## config.mk

```make
export PLATFORM = sky130hd
export DESIGN_NAME = lu_probe
export DESIGN_NICKNAME = d
export VERILOG_FILES = /design/src/rtl/lu_probe.sv
export SDC_FILE = /design/constraint.sdc
export NUM_CORES = 1
export LEC_CHECK = 0
export ABC_CLOCK_PERIOD_IN_PS = 1760
export BUFFER_PORTS_ARGS = -buffer_cell sky130_fd_sc_hd__buf_2
export CAP_MARGIN = 20
export CORE_UTILIZATION = 55
export CTS_BUF_LIST = sky130_fd_sc_hd__clkbuf_8 sky130_fd_sc_hd__clkbuf_16
export DETAILED_ROUTE_END_ITERATION = 7
export HOLD_SLACK_MARGIN = 0.05
export PLACE_DENSITY_LB_ADDON = 0.1
export SETUP_SLACK_MARGIN = 0.05
export SYNTH_ARGS = -nofsm -noshare
export SYNTH_HDL_FRONTEND = slang
export SYNTH_SLANG_ARGS = --single-unit
export TNS_END_PERCENT = 5
```

## constraint.sdc

```tcl
create_clock -name clk -period 1.76 [get_ports clk]
set_clock_uncertainty 0.15 [all_clocks]
set_input_delay 0.352 -clock clk [delete_from_list [all_inputs] [get_ports clk]]
set_output_delay 0.352 -clock clk [all_outputs]
set_load 0.02 [all_outputs]
```

## src/rtl/lu_probe.sv

```systemverilog
// Self-identification engine for a 2-input, 8-operation logic unit: sweeps a/b, captures the
// truth table and decodes it to a select code. `LU_PROBE_EXPECT_EN adds expect_code/match.
module lu_probe #(
  parameter int unsigned SETTLE_CYCLES = 1
) (
  input  logic       clk,
  input  logic       rst_n,
  input  logic       start,
`ifdef LU_PROBE_EXPECT_EN
  input  logic [2:0] expect_code,
  output logic       match,
`endif
  input  logic       lu_result,
  output logic       probe_a,
  output logic       probe_b,
  output logic       busy,
  output logic       done,
  output logic [3:0] truth_table,
  output logic [2:0] op_code,
  output logic       op_valid
);

  localparam logic [3:0] SettleLoad = 4'(SETTLE_CYCLES - 1);

  typedef enum logic [1:0] {StIdle, StDrive, StDecode, StDone} state_e;

  state_e     state_q, state_d;
  logic [1:0] idx_q;
  logic [3:0] cnt_q;
  logic [3:0] shadow_q;
  logic [3:0] tt_q;
  logic [2:0] op_q;
  logic       valid_q;
  logic [2:0] dec_op;
  logic       dec_valid;

  always_ff @(posedge clk or negedge rst_n) begin
    if (!rst_n) begin
      state_q <= StIdle;
    end else begin
      state_q <= state_d;
    end
  end

  always_comb begin
    state_d = state_q;
    unique case (state_q)
      StIdle:   if (start) state_d = StDrive;
      StDrive:  if (cnt_q == 4'd0 && idx_q == 2'd3) state_d = StDecode;
      StDecode: state_d = StDone;
      StDone:   state_d = StIdle;
      default:  state_d = StIdle;
    endcase
  end

  always_ff @(posedge clk or negedge rst_n) begin
    if (!rst_n) begin
      idx_q    <= 2'd0;
      cnt_q    <= 4'd0;
      shadow_q <= 4'd0;
      tt_q     <= 4'd0;
      op_q     <= 3'd0;
      valid_q  <= 1'b0;
    end else begin
      unique case (state_q)
        StIdle: begin
          if (start) begin
            idx_q <= 2'd0;
            cnt_q <= SettleLoad;
          end
        end
        StDrive: begin
          if (cnt_q == 4'd0) begin
            shadow_q[idx_q] <= lu_result;
            if (idx_q != 2'd3) begin
              idx_q <= idx_q + 2'd1;
              cnt_q <= SettleLoad;
            end
          end else begin
            cnt_q <= cnt_q - 4'd1;
          end
        end
        StDecode: begin
          tt_q    <= shadow_q;
          op_q    <= dec_op;
          valid_q <= dec_valid;
        end
        default: ;
      endcase
    end
  end

`ifdef LU_PROBE_EXPECT_EN
  logic [2:0] expect_q;
  logic       match_q;

  always_ff @(posedge clk or negedge rst_n) begin
    if (!rst_n) begin
      expect_q <= 3'd0;
      match_q  <= 1'b0;
    end else begin
      if (state_q == StIdle && start) expect_q <= expect_code;
      if (state_q == StDecode) match_q <= dec_valid && (dec_op == expect_q);
    end
  end

  assign match = match_q;
`endif

  // Truth table bit index is {a,b}; anything outside the eight operations is invalid.
  always_comb begin
    dec_op    = 3'd0;
    dec_valid = 1'b1;
    case (shadow_q)
      4'b0011: dec_op = 3'd0;
      4'b0101: dec_op = 3'd1;
      4'b1000: dec_op = 3'd2;
      4'b0111: dec_op = 3'd3;
      4'b1110: dec_op = 3'd4;
      4'b0001: dec_op = 3'd5;
      4'b0110: dec_op = 3'd6;
      4'b1001: dec_op = 3'd7;
      default: dec_valid = 1'b0;
    endcase
  end

  always_comb begin
    probe_a     = (state_q == StDrive) & idx_q[1];
    probe_b     = (state_q == StDrive) & idx_q[0];
    busy        = (state_q == StDrive) || (state_q == StDecode);
    done        = (state_q == StDone);
    truth_table = tt_q;
    op_code     = op_q;
    op_valid    = valid_q;
  end

endmodule
```

==> impl_results.md, run 1 <==
- Status: finished, final reports clean
- Post-Route WL: 2340 um
- Die width: 46.8 um
- Pins Over Slew Limit: 0
- Static leakage: 0.000642 uW
- Tcrit/Tclk final: 0.972
- Average routed wire per standard cell: 14.9 um
- Most common cell after layout, fill and taps aside: dfrtp_1
- Cell Rows: 15
- Most frequent cells in the layout: 19 x dfrtp_1, 13 x buf_2, 9 x buf_4
- First-pass GRT wire length: 3540 um
- Cells after DPL: 148
- Cell Count, Final, Fillers Out: 157
- Final Power: 2510 uW
- CP Launch Type: flop
- Final setup TNS: 0 ns
- Post-Synthesis Cells: 104
- Peak Freq: 585 MHz
- Clock tree from TritonCTS: built
- M3 GR Usage: 0.0385
- Global-route total usage across every layer: 0.236
- Fillers: 131
- # H-tree levels: 1
- R2r setup slk: between 0.04 and 0.05 ns
- Flops & latches, synth: 20
- HPWL after detailed placement: 1520 um
- Mean Syn Cell Area: 10.6 um^2
- Initial Util: 0.614
- GPL Wtd Cong: 0.755
- PwrDens: 1790 nW/um^2
- Hold crit path type: in2reg
- Slowest-stage cell, CP: dfrtp_1
- DR pass1 iterations: 4
- Die Span Y: 46.8 um
- CTS Buf Count: 3
- Area grow syn2layout: 27.1%
- Worst Path Max Fanout: 8
- DR iter-0 viols: 14
- Area occupied by multi-input gates: about 610 um^2
- Worst-skew pair later-pin latency: 0.26 ns
- Worst EP arrival: 1.21 ns
- Remaining DRCs: 0
- # IOs: 16
- Min Tclk post-route: 1.71 ns
- Total grt overflow: 0
- Vias per cell: roughly 5.4
- Post-Synthesis Cell Area: 1110 um^2
- Initial antenna violation count: 0
- Vias in the first global route: roughly 800
- Crit path max-delay family: flip-flops
- Die Area: 2190 um^2
- GRT busiest layer: met2
- Met1 Track Usage GR: 0.311
- CP cell instances: inv_2 > ha_4 > and2_4 > buf_6
- Nets: around 150
- Max-Cap Viols: 0
- Post-route ant nets: 0
- Routing usage on met2: 0.375
- Clk sink count: 20
- Unique masters post-synth: 28
- Sequential Area: ~500 um^2
- Largest net degree at the start of global routing: 21
- Setup CP Type: reg2out
- Crit. End Element: output pin
- Fraction of layout cells with a size suffix above 1: 0.386
- Mapped Nets: ~120
- Core Area: between 1500 and 2000 um^2
- Crit-path max cell delay: roughly 0.4 ns
- Maximum vdd drop: approximately 1.2 mV
- Clock slew at reported path FFs: around 0.07 ns
- Fin. Hold Viols: 0
- Via count: 847
- Clk buf depth: 2
- RSZ-0062 raised after global routing: true
- WHS: 0.198 ns
- CP bufs+invs: 2
- Max transition margin: 0.703
- Root Buffer: clkbuf_8
- Diodes inserted: 0
- Register area share after synthesis: 0.452
- PortBufs: 15
- Least-Margin Pin Slew: 0.446 ns
- CP required: 1.26 ns
- Final setup vio count: 0
- Yosys warns: 0
==> metrics by stage <==
step                       util  cell area (um^2)  setup WS, ns
after floorplan               -              1110         0.147
after global placement    0.690              1240        0.0185
after detailed placement  0.690              1240       -0.0382
after CTS                 0.758              1370        0.0272
after global routing      0.781              1410       0.00457
final                     0.781              1410        0.0496
==> synthesized netlist by cell type <==
cell type,n,area (um^2)
dfrtp_1,20,500
ha_1,10,125
nand2_1,9,33.8
inv_1,8,30.0
nor2_1,7,26.3
a21oi_1,6,30.0
mux2_2,5,56.3
mux2_1,4,45.0
nor2b_1,4,25.0
nand3_1,3,15.0
o21ai_0,3,15.0
a22oi_1,2,15.0
a2bb2oi_1,2,17.5
and2_2,2,15.0
mux2i_1,2,20.0
nor3_1,2,10.0
nor3b_1,2,15.0
o21ai_1,2,10.0
o22ai_1,2,12.5
and3b_1,1,8.76
and4bb_4,1,16.3
buf_6,1,11.3
clkbuf_1,1,3.75
nand3b_1,1,7.51
nand4bb_1,1,11.3
o31ai_1,1,7.51
or3b_2,1,8.76
or4b_4,1,13.8
==> final cells by class <==
class | count | share of cell area
multi-input combinational | 74 | 0.435
sequential | 20 | 0.357
timing repair buffer | 26 | 0.125
clock buffer | 4 | 0.0391
tap | 25 | 0.0222
inverter | 8 | 0.0214
==> path summary, 6_finish.rpt <==
kind	start	end	cells after the start
max in group asynchronous	rst_n	state_q[0]	2
hold reg to reg	truth_table[3]	truth_table[3]	1
hold / removal	lu_result	shadow_q[3]	2
min in group asynchronous	rst_n	truth_table[2]	2
setup reg to reg	state_q[1]	shadow_q[2]	6
setup / recovery	state_q[1]	probe_a	4
==> state kept, by name (all words and copies together) (netlist names) <==
signal       count
shadow_q         4
idx_q            2
state_q          2
cnt_q            4
op_code          3
truth_table      4
op_valid         1
==> power by group <==
group          internal [uW]  total (uW)  switching, uW
combinational            648        1370            718
clock                    199         347            148
sequential               648         800            151
total                   1500        2510           1020
==> repair_timing <==
item                                    CTS  global route
pin swaps                                 0             2
endpoints found under the setup margin   14            14
hold buffers                              1             0
hold endpoints to repair                 20             0
gates resized for setup                  11            11
buffers inserted                          2             2
==> cells by family (layout without fill, tap and decap cells) <==
kind of cell | count (synthesis) | count (layout) | share of synthesized area
buf+inv | 10 | 38 | 0.0407
compound gates | 18 | 18 | 0.0973
mux | 11 | 11 | 0.110
simple gates | 35 | 35 | 0.187
flops | 20 | 20 | 0.452
fa+ha+maj | 10 | 10 | 0.113
==> routing by layer <==
metal | routed length, um | vias up
met5 | 0 | -
met2 | 1180 | 21
li1 | - | 414
met3 | 59 | 7
met1 | 1040 | 405
met4 | 65 | 0
No activity file was read; power rests on OpenSTA's default activity.
==> inputs of run 2 (changes only) <==
- SETUP_SLACK_MARGIN: 0.05 -> default
==> run 2 against run 1 <==
Compared with the run above: power decreased by 1.2%; count of clock-buffer cells in the layout unchanged; sequential power is 0.5% lower; critical path depth unchanged; register-to-register slack got worse by 0.02 ns; non-clock buffer count decreased by 2; first-iteration DRC count is 79% higher; via count down 1.8%; core utilization shrank 0.97 points; cell area is 1.2% lower; fmax shrank 2.5%; largest power group unchanged.
==> impl_results.md, run 2 (synthesis results as in run 1) <==
- Status: finished, final reports clean
- Cell Count, Final, Fillers Out: 155 (-1.3%)
- Core Area: 1800 um^2 (unchanged)
- Initial antenna violation count: 0 (unchanged)
- CP Launch Type: flop
- PwrDens: 1790 nW/um^2 (about the same)
- Worst EP arrival: 1.25 ns (+0.04 ns)
- CTS Buf Count: 3 (unchanged)
- PortBufs: 15 (unchanged)
- Die width: 46.8 um (unchanged)
- Crit path max-delay family: flip-flops
- Initial Util: 0.614 (unchanged)
- Final setup TNS: 0 ns (unchanged)
- Total grt overflow: 0 (unchanged)
- Largest net degree at the start of global routing: 21 (unchanged)
- Pre-CTS setup slack: -0.0382 ns (unchanged)
- Static leakage: 0.000633 uW (-1.5%)
- Pins Over Slew Limit: 0 (unchanged)
- Cell Rows: 15 (unchanged)
- Diodes inserted: 0 (unchanged)
- Tcrit/Tclk final: 0.997 (+0.0253)
- Fin. Hold Viols: 0 (unchanged)
- DR pass1 iterations: 4 (unchanged)
- Nets: 145 (-1.4%)
- Global-route total usage across every layer: 0.230 (-0.00563)
- Most frequent cells in the layout: 19 x dfrtp_1, 12 x buf_2, 9 x nand2_1, 9 x buf_4
- Post-route ant nets: 0 (unchanged)
- Vias per cell: 5.37 (-0.50%)
- Area grow syn2layout: 25.6%
- Worst-skew pair later-pin latency: 0.26 ns (about the same)
- Final setup vio count: 0 (unchanged)
- Average routed wire per standard cell: 14.5 um (-2.9%)
- RSZ-0062 raised after global routing: true
- First-pass GRT wire length: 3440 um (-2.7%)
- Clk buf depth: 2 (unchanged)
- HPWL after detailed placement: 1520 um (unchanged)
- Crit-path max cell delay: 0.40 ns (about the same)
- Slowest-stage cell, CP: dfrtp_1
- Fraction of layout cells with a size suffix above 1: 0.346 (-0.0402)
- CP bufs+invs: 2 (unchanged)
- Root Buffer: clkbuf_8
- Hold crit path type: in2reg
- CP cell instances: inv_2 > ha_4 > and2_4 > buf_4
- Final Util: 0.771 (-0.00972)
- Clk sink count: 20 (unchanged)
- Peak Freq: 570 MHz (-2.5%)
- Clock tree from TritonCTS: built
- Sequential Area: 502 um^2 (unchanged)
- Least-Margin Pin Slew: 0.438 ns (-0.00760 ns)
- Maximum vdd drop: 1.23 mV (+0.31%)
- CP required: 1.26 ns (about the same)
- Worst Path Max Fanout: 8 (unchanged)
- Min Tclk post-route: 1.76 ns (+0.0446 ns)
- Max-Cap Viols: 0 (unchanged)
- Post-Route WL: 2240 um (-4.1%)
- WHS: 0.201 ns (+0.00276 ns)
- Crit. End Element: output pin
- Via count: 832 (-1.8%)
- # IOs: 16 (unchanged)
- Max transition margin: 0.708 (+0.00507)
- Setup CP Type: reg2out
- GPL Wtd Cong: 0.755 (unchanged)
- Setup WS post-layout: 0.00499 ns (-0.0446 ns)
- Vias in the first global route: 776 (-2.4%)
- Die Area: 2190 um^2 (unchanged)
- Cells after DPL: 148 (unchanged)
- Remaining DRCs: 0 (unchanged)
- Clock slew at reported path FFs: 0.07 ns (about the same)
- DR iter-0 viols: 25 (+11)
- # H-tree levels: 1 (unchanged)
- Fillers: 134 (+2.3%)
- Area occupied by multi-input gates: 611 um^2 (-0.20%)
- Die Span Y: 46.8 um (unchanged)
- Most common cell after layout, fill and taps aside: dfrtp_1
==> run 2: per-layer routing <==
metal	vias up	track usage	share of wire
met5	-	0	0
met4	0	0.120	0.018
met3	5	0.0385	0.027
met2	21	0.361	0.48
met1	398	0.306	0.48
li1	408	-	-
==> run 2: repair_timing <==
action | CTS | global route
pin swaps | 0 | 2
hold endpoints to repair | 20 | 0
hold buffers | 1 | 0
gates resized for setup | 6 | 11
setup buffers | 2 | 0
endpoints found under the setup margin | 6 | 13
==> run 2: worst register-to-register path, stage by stage, from the launching register on <==
cell,delay [ns]
dfrtp_1,0.40
inv_2,0.10
ha_4,0.21
buf_6,0.11
and4bb_4,0.26
nand2_1,0.07
mux2_1,0.31
==> run 2: where the power goes <==
| group | leakage (uW) | internal (uW) | switching (uW) |
|---|---|---|---|
| clock network | 0.0000288 | 199 | 147 |
| registers | 0.000247 | 648 | 148 |
| logic | 0.000357 | 637 | 704 |
| total | 0.000633 | 1480 | 1000 |
==> run 2: area by class of cell <==
type,instances,share of cell area
inverters,8,0.0216
well taps,25,0.0225
multi-input cells,74,0.440
repair buffers,24,0.115
flip-flops and latches,20,0.361
clock buffers,4,0.0396
==> run 2: final timing paths <==
kind	start	endpoint	slack [ns]	cells after the start
worst max-delay path	state_q[1]	probe_a	0.005	4
max in group asynchronous	rst_n	state_q[0]	0.68	2
worst min register to register	truth_table[2]	truth_table[2]	0.36	1
min in group asynchronous	rst_n	shadow_q[3]	0.45	2
worst max register to register	state_q[1]	shadow_q[2]	0.03	6
worst min-delay path	lu_result	shadow_q[3]	0.20	2
==> run 2: per-stage QoR <==
step / total power [uW] / instance area, um^2
2_1_floorplan: 1620 / 1110
3_3_place_gp: 1910 / 1240
3_5_place_dp: 1960 / 1240
4_1_cts: 2400 / 1350
5_1_grt: 2670 / 1390
6_report: 2480 / 1390
==> inputs of run 3 (changes only) <==
- CORE_ASPECT_RATIO: default -> 1.1
==> run 3 against run 2 <==
Compared with the run above: fmax increased by 0.77%; power decreased by 4.4%; cell area decreased by 2.7%; critical path type unchanged.
==> impl_results.md, run 3 (synthesis results as in run 1) <==
- Setup CP Type: reg2out
- Max-Cap Viols: 0 (unchanged)
- Global-route total usage across every layer: 0.218 (-0.0124)
- Area occupied by multi-input gates: 579 um^2 (-5.1%)
- Initial Util: 0.601 (-0.0133)
- WL met1: 983 um (-8.2%)
- Die Span Y: 49.0 um (+4.7%)
- Slowest-stage cell, CP: dfrtp_1
- Hold crit path type: in2reg
- Fin area: 1350 um^2 (-2.7%)
- Largest net degree at the start of global routing: 21 (unchanged)
- Remaining DRCs: 0 (unchanged)
- Tcrit/Tclk final: 0.990 (-0.00759)
- Metal2 WL: 1010 um (-5.4%)
- Root Buffer: clkbuf_8
- Crit path max-delay family: flip-flops
- Crit-path max cell delay: 0.40 ns (about the same)
- Pre-CTS setup slack: 0.0192 ns (+0.0574 ns)
- Area grow syn2layout: 22.2%
- Fillers: 137 (+2.2%)
- Min-delay src: lu_result
- Nets: 145 (unchanged)
- Cell Count, Final, Fillers Out: 157 (+1.3%)
- # H-tree levels: 1 (unchanged)
- HPWL after detailed placement: 1540 um (+1.3%)
- Die Area: 2190 um^2 (about the same)
- Clock tree from TritonCTS: built
- Core Area: 1840 um^2 (+2.2%)
- WHS: 0.200 ns (-0.00139 ns)
- PwrDens: 1760 nW/um^2 (-1.8%)
- Via count: 831 (-0.12%)
- CTS Buf Count: 3 (unchanged)
- Peak Freq: 574 MHz (+0.77%)
- Critical Path Source: state_q[1]
- Least-Margin Pin Slew: 0.439 ns (+0.000707 ns)
- Post-route ant nets: 0 (unchanged)
- Fraction of layout cells with a size suffix above 1: 0.323 (-0.0231)
- Die width: 44.8 um (-4.5%)
- Total grt overflow: 0 (unchanged)
- DR pass1 iterations: 4 (unchanged)
- Post-Route WL: 2070 um (-7.7%)
- Cells after DPL: 152 (+2.7%)
- R2r setup slk: 0.05 ns (+0.02 ns)
- CP bufs+invs: 2 (unchanged)
- Min Tclk post-route: 1.74 ns (-0.0134 ns)
- Routed wl met3: 47 um (-23%)
- First-pass GRT wire length: 3510 um (+1.8%)
- Uppermost layer routed: met4
- Worst Path Max Fanout: 7 (-1)
- Sequential Area: 502 um^2 (unchanged)
- GPL Wtd Cong: 0.826 (+9.3%)
- Pins Over Slew Limit: 0 (unchanged)
- Diodes inserted: 0 (unchanged)
- Most frequent cells in the layout: 19 x dfrtp_1, 14 x buf_2, 9 x nand2_1
- CP cell instances: inv_2 > ha_4 > and2_2 > buf_2
- Average routed wire per standard cell: 13.2 um (-8.8%)
- Initial antenna violation count: 0 (unchanged)
- Maximum vdd drop: 1.02 mV (-17%)
- Status: finished, final reports clean
- DR iter-0 viols: 12 (-52%)
- Vias in the first global route: 802 (+3.4%)
- Fin. Hold Viols: 0 (unchanged)
- CP required: 1.26 ns (about the same)
- RSZ-0062 raised after global routing: true
- Cell Rows: 16 (+1)
- Crit. End Element: output pin
- CP Launch Type: flop
- Max transition margin: 0.707 (about the same)
- Clk sink count: 20 (unchanged)
- Final setup vio count: 0 (unchanged)
- Worst EP arrival: 1.24 ns (about the same)
- Most common cell after layout, fill and taps aside: dfrtp_1
- Worst R2R Start: cnt_q[1]
- # IOs: 16 (unchanged)
- Vias per cell: 5.29 (-1.4%)
- Clk buf depth: 2 (unchanged)
- Worst Reg-to-Reg Cells: 5 (-1)
- Clock slew at reported path FFs: 0.07 ns (about the same)
- PortBufs: 15 (unchanged)
- Placed Area: 1260 um^2 (+1.4%)
- Static leakage: 0.000630 uW (-0.44%)
- Worst-skew pair later-pin latency: 0.26 ns (about the same)
- Hold path cells: 2 (unchanged)
- Setup WS post-layout: 0.0183 ns (+0.0134 ns)
- Total stage count of the critical path: 4 (unchanged)
[run 3: cell counts in the layout (fill, tap and decap cells not counted)]
No cell type changed its count.
[run 3: layer usage]
layer,global-route usage,vias up
met2,0.355,15
li1,-,416
met5,0,-
met4,0.0909,0
met1,0.288,396
met3,0.0222,4
[run 3: path summary, 6_finish.rpt]
path,endpoint
max,probe_a
min,shadow_q[3]
max reg2reg,idx_q[0]
min reg2reg,truth_table[2]
max in group asynchronous,state_q[0]
min in group asynchronous,op_code[0]
[run 3: layout make-up]
type,instances,area share
multi-input cells,74,0.429
flip-flops and latches,20,0.371
repair buffers,24,0.112
clock buffers,4,0.0407
well taps,27,0.0250
inverters,8,0.0222
[run 3: repair_timing]
action,CTS,global route
pin swaps,0,2
setup endpoints to repair,3,5
cloned,0,0
hold buffers,1,0
gates resized for setup,4,4
endpoints found under the hold margin,20,0
setup buffers,0,0
[run 3: stage by stage]
stage | utilization | setup TNS (ns) | total power (uW)
2_1_floorplan | - | 0 | 1620
3_3_place_gp | 0.684 | 0 | 1940
3_5_place_dp | 0.684 | 0 | 1980
4_1_cts | 0.727 | 0 | 2360
5_1_grt | 0.734 | -0.0587 | 2560
6_report | 0.734 | 0 | 2370
[run 3: report_power, final]
part,switching (uW),internal (uW)
combinational,655,566
clock,153,199
sequential,152,648
